===== config.mk =====
export PLATFORM = sky130hd
export DESIGN_NAME = dt_result_scan
export DESIGN_NICKNAME = d
export VERILOG_FILES = /design/src/rtl/dt_pkg.sv /design/src/rtl/dt_hist_bank.sv /design/src/rtl/dt_result_scan.sv
export SDC_FILE = /design/constraint.sdc
export NUM_CORES = 1
export LEC_CHECK = 0
export BUFFER_PORTS_ARGS = -buffer_cell sky130_fd_sc_hd__buf_2
export CORE_AREA = 4 4 197 199
export DETAILED_ROUTE_END_ITERATION = 6
export DIE_AREA = 0 0 201 203
export PLACE_DENSITY_LB_ADDON = 0.08
export SYNTH_ARGS = -nofsm -noshare
export SYNTH_HDL_FRONTEND = slang
export SYNTH_SLANG_ARGS = --single-unit

===== constraint.sdc =====
create_clock -name i_clk -period 5.32 [get_ports i_clk]
set_input_delay 0.532 -clock i_clk [delete_from_list [all_inputs] [get_ports i_clk]]
set_output_delay 0.532 -clock i_clk [all_outputs]
set_load 0.05 [all_outputs]

===== src/rtl/dt_pkg.sv =====
// rtl/dt_pkg.sv - shared constants, scan FSM states and bin mapping for the DT result stage
//
// Purpose: image geometry, datapath widths, histogram geometry and the
//          result-scan state encoding used by dt_result_scan and dt_hist_bank.
// Ports:   none (package).
package dt_pkg;

   localparam int IMG_W  = 128;
   localparam int IMG_H  = 128;
   localparam int ADDR_W = 14;
   localparam int DW     = 8;
   localparam int NBINS  = 16;
   localparam int CW     = 15;
   localparam int NPIX   = IMG_W * IMG_H;
   localparam int BIN_W  = $clog2(NBINS);

   typedef enum logic [1:0] {
      IDLE  = 2'd0,
      SCAN  = 2'd1,
      DRAIN = 2'd2,
      DONE  = 2'd3
   } dt_state_e;

   // Distances at or above the last bin index all land in the last bin.
   function automatic logic [BIN_W-1:0] dist_to_bin(input logic [DW-1:0] d);
      if (d >= DW'(NBINS - 1)) begin
         return BIN_W'(NBINS - 1);
      end
      return d[BIN_W-1:0];
   endfunction

endpackage


===== src/rtl/dt_hist_bank.sv =====
// rtl/dt_hist_bank.sv - NBINS x CW histogram counter bank with clear, increment and registered read
//
// Purpose: holds the distance histogram. One bin may be incremented per
//          cycle; a synchronous clear zeroes every bin; the read port is
//          registered every cycle.
// Ports:
//   i_clk      clock
//   i_reset    synchronous active-high reset (bins and read register to 0)
//   i_clr      synchronous clear of all bins (wins over i_inc)
//   i_inc      increment bin i_inc_bin this cycle
//   i_inc_bin  bin to increment
//   i_rd_sel   bin to read
//   o_rd_cnt   registered count of bin i_rd_sel (one-cycle latency)
module dt_hist_bank
   import dt_pkg::*;
(
   input  logic             i_clk,
   input  logic             i_reset,
   input  logic             i_clr,
   input  logic             i_inc,
   input  logic [BIN_W-1:0] i_inc_bin,
   input  logic [BIN_W-1:0] i_rd_sel,
   output logic [CW-1:0]    o_rd_cnt
);

   logic [CW-1:0] r_bins [NBINS];
   logic [CW-1:0] r_rd_cnt;

   always_ff @(posedge i_clk) begin
      if (i_reset) begin
         for (int i = 0; i < NBINS; i++) begin
            r_bins[i] <= '0;
         end
         r_rd_cnt <= '0;
      end else begin
         if (i_clr) begin
            for (int i = 0; i < NBINS; i++) begin
               r_bins[i] <= '0;
            end
         end else if (i_inc) begin
            r_bins[i_inc_bin] <= r_bins[i_inc_bin] + CW'(1);
         end
         r_rd_cnt <= r_bins[i_rd_sel];
      end
   end

   assign o_rd_cnt = r_rd_cnt;

endmodule


===== src/rtl/dt_result_scan.sv =====
// rtl/dt_result_scan.sv - reads the finished DT map and reports max, object count and histogram
//
// Purpose: on a rising edge of i_dt_done, streams addresses 0..NPIX-1 to the
//          res memory, accumulates max distance (lowest address on ties),
//          non-zero pixel count and a saturating 16-bin histogram.
// Ports:
//   i_clk        clock
//   i_reset      synchronous active-high reset
//   i_dt_done    DT engine done level; rising edge starts a scan when idle
//   o_res_rd     res read enable (registered)
//   o_res_addr   res read address (registered, holds when o_res_rd = 0)
//   i_res_di     res read data, valid one cycle after address
//   o_busy       scan in progress
//   o_scan_done  results valid; held until the next scan starts
//   o_max_dist   largest distance
//   o_max_addr   lowest address holding o_max_dist
//   o_obj_count  number of non-zero pixels
//   i_hist_sel   histogram bin select
//   o_hist_cnt   registered count of bin i_hist_sel
module dt_result_scan
   import dt_pkg::*;
(
   input  logic              i_clk,
   input  logic              i_reset,
   input  logic              i_dt_done,
   output logic              o_res_rd,
   output logic [ADDR_W-1:0] o_res_addr,
   input  logic [DW-1:0]     i_res_di,
   output logic              o_busy,
   output logic              o_scan_done,
   output logic [DW-1:0]     o_max_dist,
   output logic [ADDR_W-1:0] o_max_addr,
   output logic [CW-1:0]     o_obj_count,
   input  logic [BIN_W-1:0]  i_hist_sel,
   output logic [CW-1:0]     o_hist_cnt
);

   localparam logic [ADDR_W-1:0] LAST_ADDR = ADDR_W'(NPIX - 1);

   dt_state_e         r_state;
   dt_state_e         w_state_nxt;
   logic              r_dt_done_q;
   logic              w_start;
   logic              w_scan_start;

   logic              r_res_rd;
   logic [ADDR_W-1:0] r_res_addr;
   logic              r_busy;
   logic              r_scan_done;

   // Read request delayed by one cycle so it lines up with i_res_di.
   logic              r_vld;
   logic [ADDR_W-1:0] r_vaddr;

   logic [DW-1:0]     r_max_dist;
   logic [ADDR_W-1:0] r_max_addr;
   logic [CW-1:0]     r_obj_count;

   assign w_start      = i_dt_done & ~r_dt_done_q;
   // Edges seen outside IDLE are dropped, so a scan never restarts midway.
   assign w_scan_start = (r_state == IDLE) && w_start;

   always_comb begin
      w_state_nxt = r_state;
      case (r_state)
         IDLE:    if (w_start) w_state_nxt = SCAN;
         SCAN:    if (r_res_addr == LAST_ADDR) w_state_nxt = DRAIN;
         DRAIN:   w_state_nxt = DONE;
         DONE:    w_state_nxt = IDLE;
         default: w_state_nxt = IDLE;
      endcase
   end

   always_ff @(posedge i_clk) begin
      if (i_reset) begin
         r_state     <= IDLE;
         r_dt_done_q <= 1'b0;
         r_res_rd    <= 1'b0;
         r_res_addr  <= '0;
         r_busy      <= 1'b0;
         r_scan_done <= 1'b0;
         r_vld       <= 1'b0;
         r_vaddr     <= '0;
      end else begin
         r_state     <= w_state_nxt;
         r_dt_done_q <= i_dt_done;
         r_vld       <= r_res_rd;
         r_vaddr     <= r_res_addr;
         case (r_state)
            IDLE: begin
               if (w_start) begin
                  r_res_rd    <= 1'b1;
                  r_res_addr  <= '0;
                  r_busy      <= 1'b1;
                  r_scan_done <= 1'b0;
               end
            end
            SCAN: begin
               if (r_res_addr == LAST_ADDR) begin
                  r_res_rd <= 1'b0;
               end else begin
                  r_res_addr <= r_res_addr + ADDR_W'(1);
               end
            end
            DRAIN: begin
               // Last datum is accumulated on this same edge.
               r_busy      <= 1'b0;
               r_scan_done <= 1'b1;
            end
            default: ;
         endcase
      end
   end

   always_ff @(posedge i_clk) begin
      if (i_reset || w_scan_start) begin
         r_max_dist  <= '0;
         r_max_addr  <= '0;
         r_obj_count <= '0;
      end else if (r_vld) begin
         if (i_res_di != '0) begin
            r_obj_count <= r_obj_count + CW'(1);
         end
         // Strict compare keeps the lowest address on ties.
         if (i_res_di > r_max_dist) begin
            r_max_dist <= i_res_di;
            r_max_addr <= r_vaddr;
         end
      end
   end

   dt_hist_bank u_hist (
      .i_clk     (i_clk),
      .i_reset   (i_reset),
      .i_clr     (w_scan_start),
      .i_inc     (r_vld),
      .i_inc_bin (dist_to_bin(i_res_di)),
      .i_rd_sel  (i_hist_sel),
      .o_rd_cnt  (o_hist_cnt)
   );

   assign o_res_rd    = r_res_rd;
   assign o_res_addr  = r_res_addr;
   assign o_busy      = r_busy;
   assign o_scan_done = r_scan_done;
   assign o_max_dist  = r_max_dist;
   assign o_max_addr  = r_max_addr;
   assign o_obj_count = r_obj_count;

endmodule


==> metrics <==
status=finished with violations; failing checks=design-rule violations; leading area contributor after synthesis=edfxtp_1; worst path required time=~5700 ps; Power Dens Cells=399 nW/um^2; most frequent cells after synthesis=edfxtp_1 (240), nor2_1 (234), a21oi_1 (106), dfxtp_1 (87); Post-synth ARST share=0%; Worst Setup Path Type=primary input to register; Post-Syn Instances=about 1400; DRT iter0 DRCs=1622; Hold Path Class=primary input to register; final setup margin=1320 ps; # hold bufs at CTS=0; post-detail-place hpwl=36700 um; post-route setup TNS=0 ps; Die Width=201 um; clock root buffer master=clkbuf_16; family with the most delay on the worst path=simple AND/OR/NAND/NOR gates; Max-Cap Viols=0; Tot GR Track Use=28.7%; crit-path max cell delay=approximately 750 ps; CTS tree=built; Boundary Pins=84; end of the worst register-to-register path=u_hist.r_bins[3][12]; drc violations=2; synthesized area=between 15000 and 20000 um^2; Worst Reg2Reg Path Length in Cells=10; Placer Congestion=0.885; Post-synth EDFFs=240; fmax=250 MHz; most numerous cell in the Yosys netlist=edfxtp_1; Synth top area share=roughly 43%; most numerous cell on the critical path=and3_1; unique cell type count in the Yosys netlist=76; R2R Path Start=u_hist.r_bins[12][1]; # rows=71; Final #Nets=1513; drt wl/cell=~30 um; Starting Density=44.5%; critical path arrival=4400 ps; H-tree levels=2; antenna violations before repair=0; ant diodes=0; measured slew at the worst slew-check pin=1170 ps; Tmin final=4000 ps; CTS buffer count=39; Most used DFF post-synth=edfxtp_1; highest fanout seen on the critical path=16; area grow syn2layout=14.0%; Via Count=12700; die height=around 200 um; warnings from Yosys=0; final setup skew=31.8 ps; antenna viol nets, final=0; number of vias per cell after detailed routing=between 6 and 7; Min-Delay Startpoint=i_dt_done; Synth Register Bits=327; Post-CTS Resized=0; Final Hold Vio Count=0; Critical-path top delay cell=nor2_1; layout cell share with drive strength beyond 1=22.0%; syn avg cell area=between 10 and 15 um^2; count of final setup violators=0; fin crit share=between 70% and 80%; register area share after synthesis=between 50% and 60%; CORE AREA=37200 um^2; largest net degree at the start of global routing=61; Setup Fix Bufs, Post-CTS=0; maximum vdd drop=0.300 mV; Worst Hold Depth=2; clock sink count=327; Slew headroom=22.1%; Leak Pwr=6.92 nW; clock latency on the worst-skew pair=roughly 570 ps; I/O Buffers=83; Hold Path Sink=r_dt_done_q; dpl ws=838 ps; drt first pass iters=7; critical path launch point type=primary input; final WL=59400 um; RSZ-0062 raised after global routing=false; FF-to-FF setup slack=2000 ps; vias in the first global route=about 12000; cells along the critical path=buf_2 > or3_1 > buf_4 > nor2_1 > a221oi_1 > nor4_2 > and3_1 > and3_1 > nand3_1 > a21oi_1; Clk pin slew, worst setup/hold paths=60 ps; WP buf/inv=2; Max clock buf depth=3; Pins Over Slew Limit=0; die area=just over 40000 um^2; global-route wire length before repair=86300 um; CP endpoint kind=register; leading post-synthesis cells by cell area=edfxtp_1 (43%), dfxtp_1 (11%), mux4_2 (10%); Syn Nets=1428; total grt overflow=0
[placed cells by master (no fill, tap or decap), types with 14 or more instances in the layout]
master and n:
buf_4 71, ha_1 15, a211oi_1 15, o21ai_0 20
edfxtp_1 240, mux2_2 20, mux4_2 76, xor2_1 19
and2_1 22, clkbuf_16 41, nor2_1 234, a21oi_1 106
a32o_1 14, dfxtp_1 87, mux2i_1 58, nor2b_1 23
inv_1 17, nand3_1 30, nand2_1 76, nor3_1 32
buf_2 81
[metal layers]
metal	wire length (um)	GRT usage, %	vias up	part of all wire [%]
met5	0	0	-	0
met4	2040	9.66	0	3.4
met3	6330	6.02	126	11
met2	26900	43.9	713	45
met1	24100	41.0	6371	41
li1	-	-	5450	-
[how the worst max path moves through the flow]
stage | startpoint | end | slack (ps) | cells after the start
2_1_floorplan | i_res_di[1] | u_hist.r_bins[10][8] | 1150 | 16
3_3_place_gp | i_res_di[4] | u_hist.r_bins[12][9] | 870 | 10
3_5_place_dp | i_res_di[4] | u_hist.r_bins[8][9] | 840 | 10
4_1_cts | i_res_di[4] | u_hist.r_bins[14][9] | 1430 | 10
5_1_grt | i_res_di[4] | u_hist.r_bins[10][5] | 1200 | 10
6_report | i_res_di[4] | u_hist.r_bins[4][9] | 1320 | 10
[flip-flops by register name, summed over array words and instances, names as in the netlist, 2 cells and up]
| signal | cells |
|---|---|
| r_vaddr | 14 |
| o_max_addr | 14 |
| r_state | 2 |
| o_max_dist | 8 |
| o_obj_count | 15 |
| u_hist.o_rd_cnt | 15 |
| u_hist.r_bins | 240 |
| o_res_addr | 14 |
[logic make-up (layout without fill, tap and decap cells)]
kind of cell / count (synthesis) / count (layout) / synth area share, %
AND/OR/NAND/NOR: 489 / 489 / 14.0
flip-flops: 327 / 327 / 54.0
AO/OA/AOI/OAI: 254 / 254 / 10.2
multiplexers: 154 / 154 / 15.2
buffers and inverters: 128 / 244 / 3.78
XOR/XNOR: 31 / 31 / 1.73
adder cells (fa/ha/maj): 15 / 15 / 1.13
[per-stage QoR]
step	power [mW]	instances	hold WS [ps]	area (um^2)	util (%)
after floorplan	4.27	1398	440	16600	-
after global placement	4.84	1916	447	17600	47.3
after detailed placement	4.85	1916	457	17600	47.3
after CTS	7.56	1988	183	18900	50.8
after global routing	7.79	1988	193	18900	50.8
final	7.53	1988	206	18900	50.8
[final cells by class]
cell class	instances	area, um^2
well taps	474	593
inverters	18	67.6
clock buffers	51	1090
clock inverters	21	203
multi-input cells	943	7020
fillers	3311	18300
flip-flops and latches	327	8950
repair buffers	154	978
[power by group]
part	leakage [nW]	total (mW)	switching, mW	internal (mW)
registers	3.27	3.33	0.200	3.13
logic	3.01	1.49	0.996	0.499
clock network	0.632	2.71	1.11	1.60
total	6.92	7.53	2.31	5.23
Note: power is estimated with default switching activity, not from simulation.
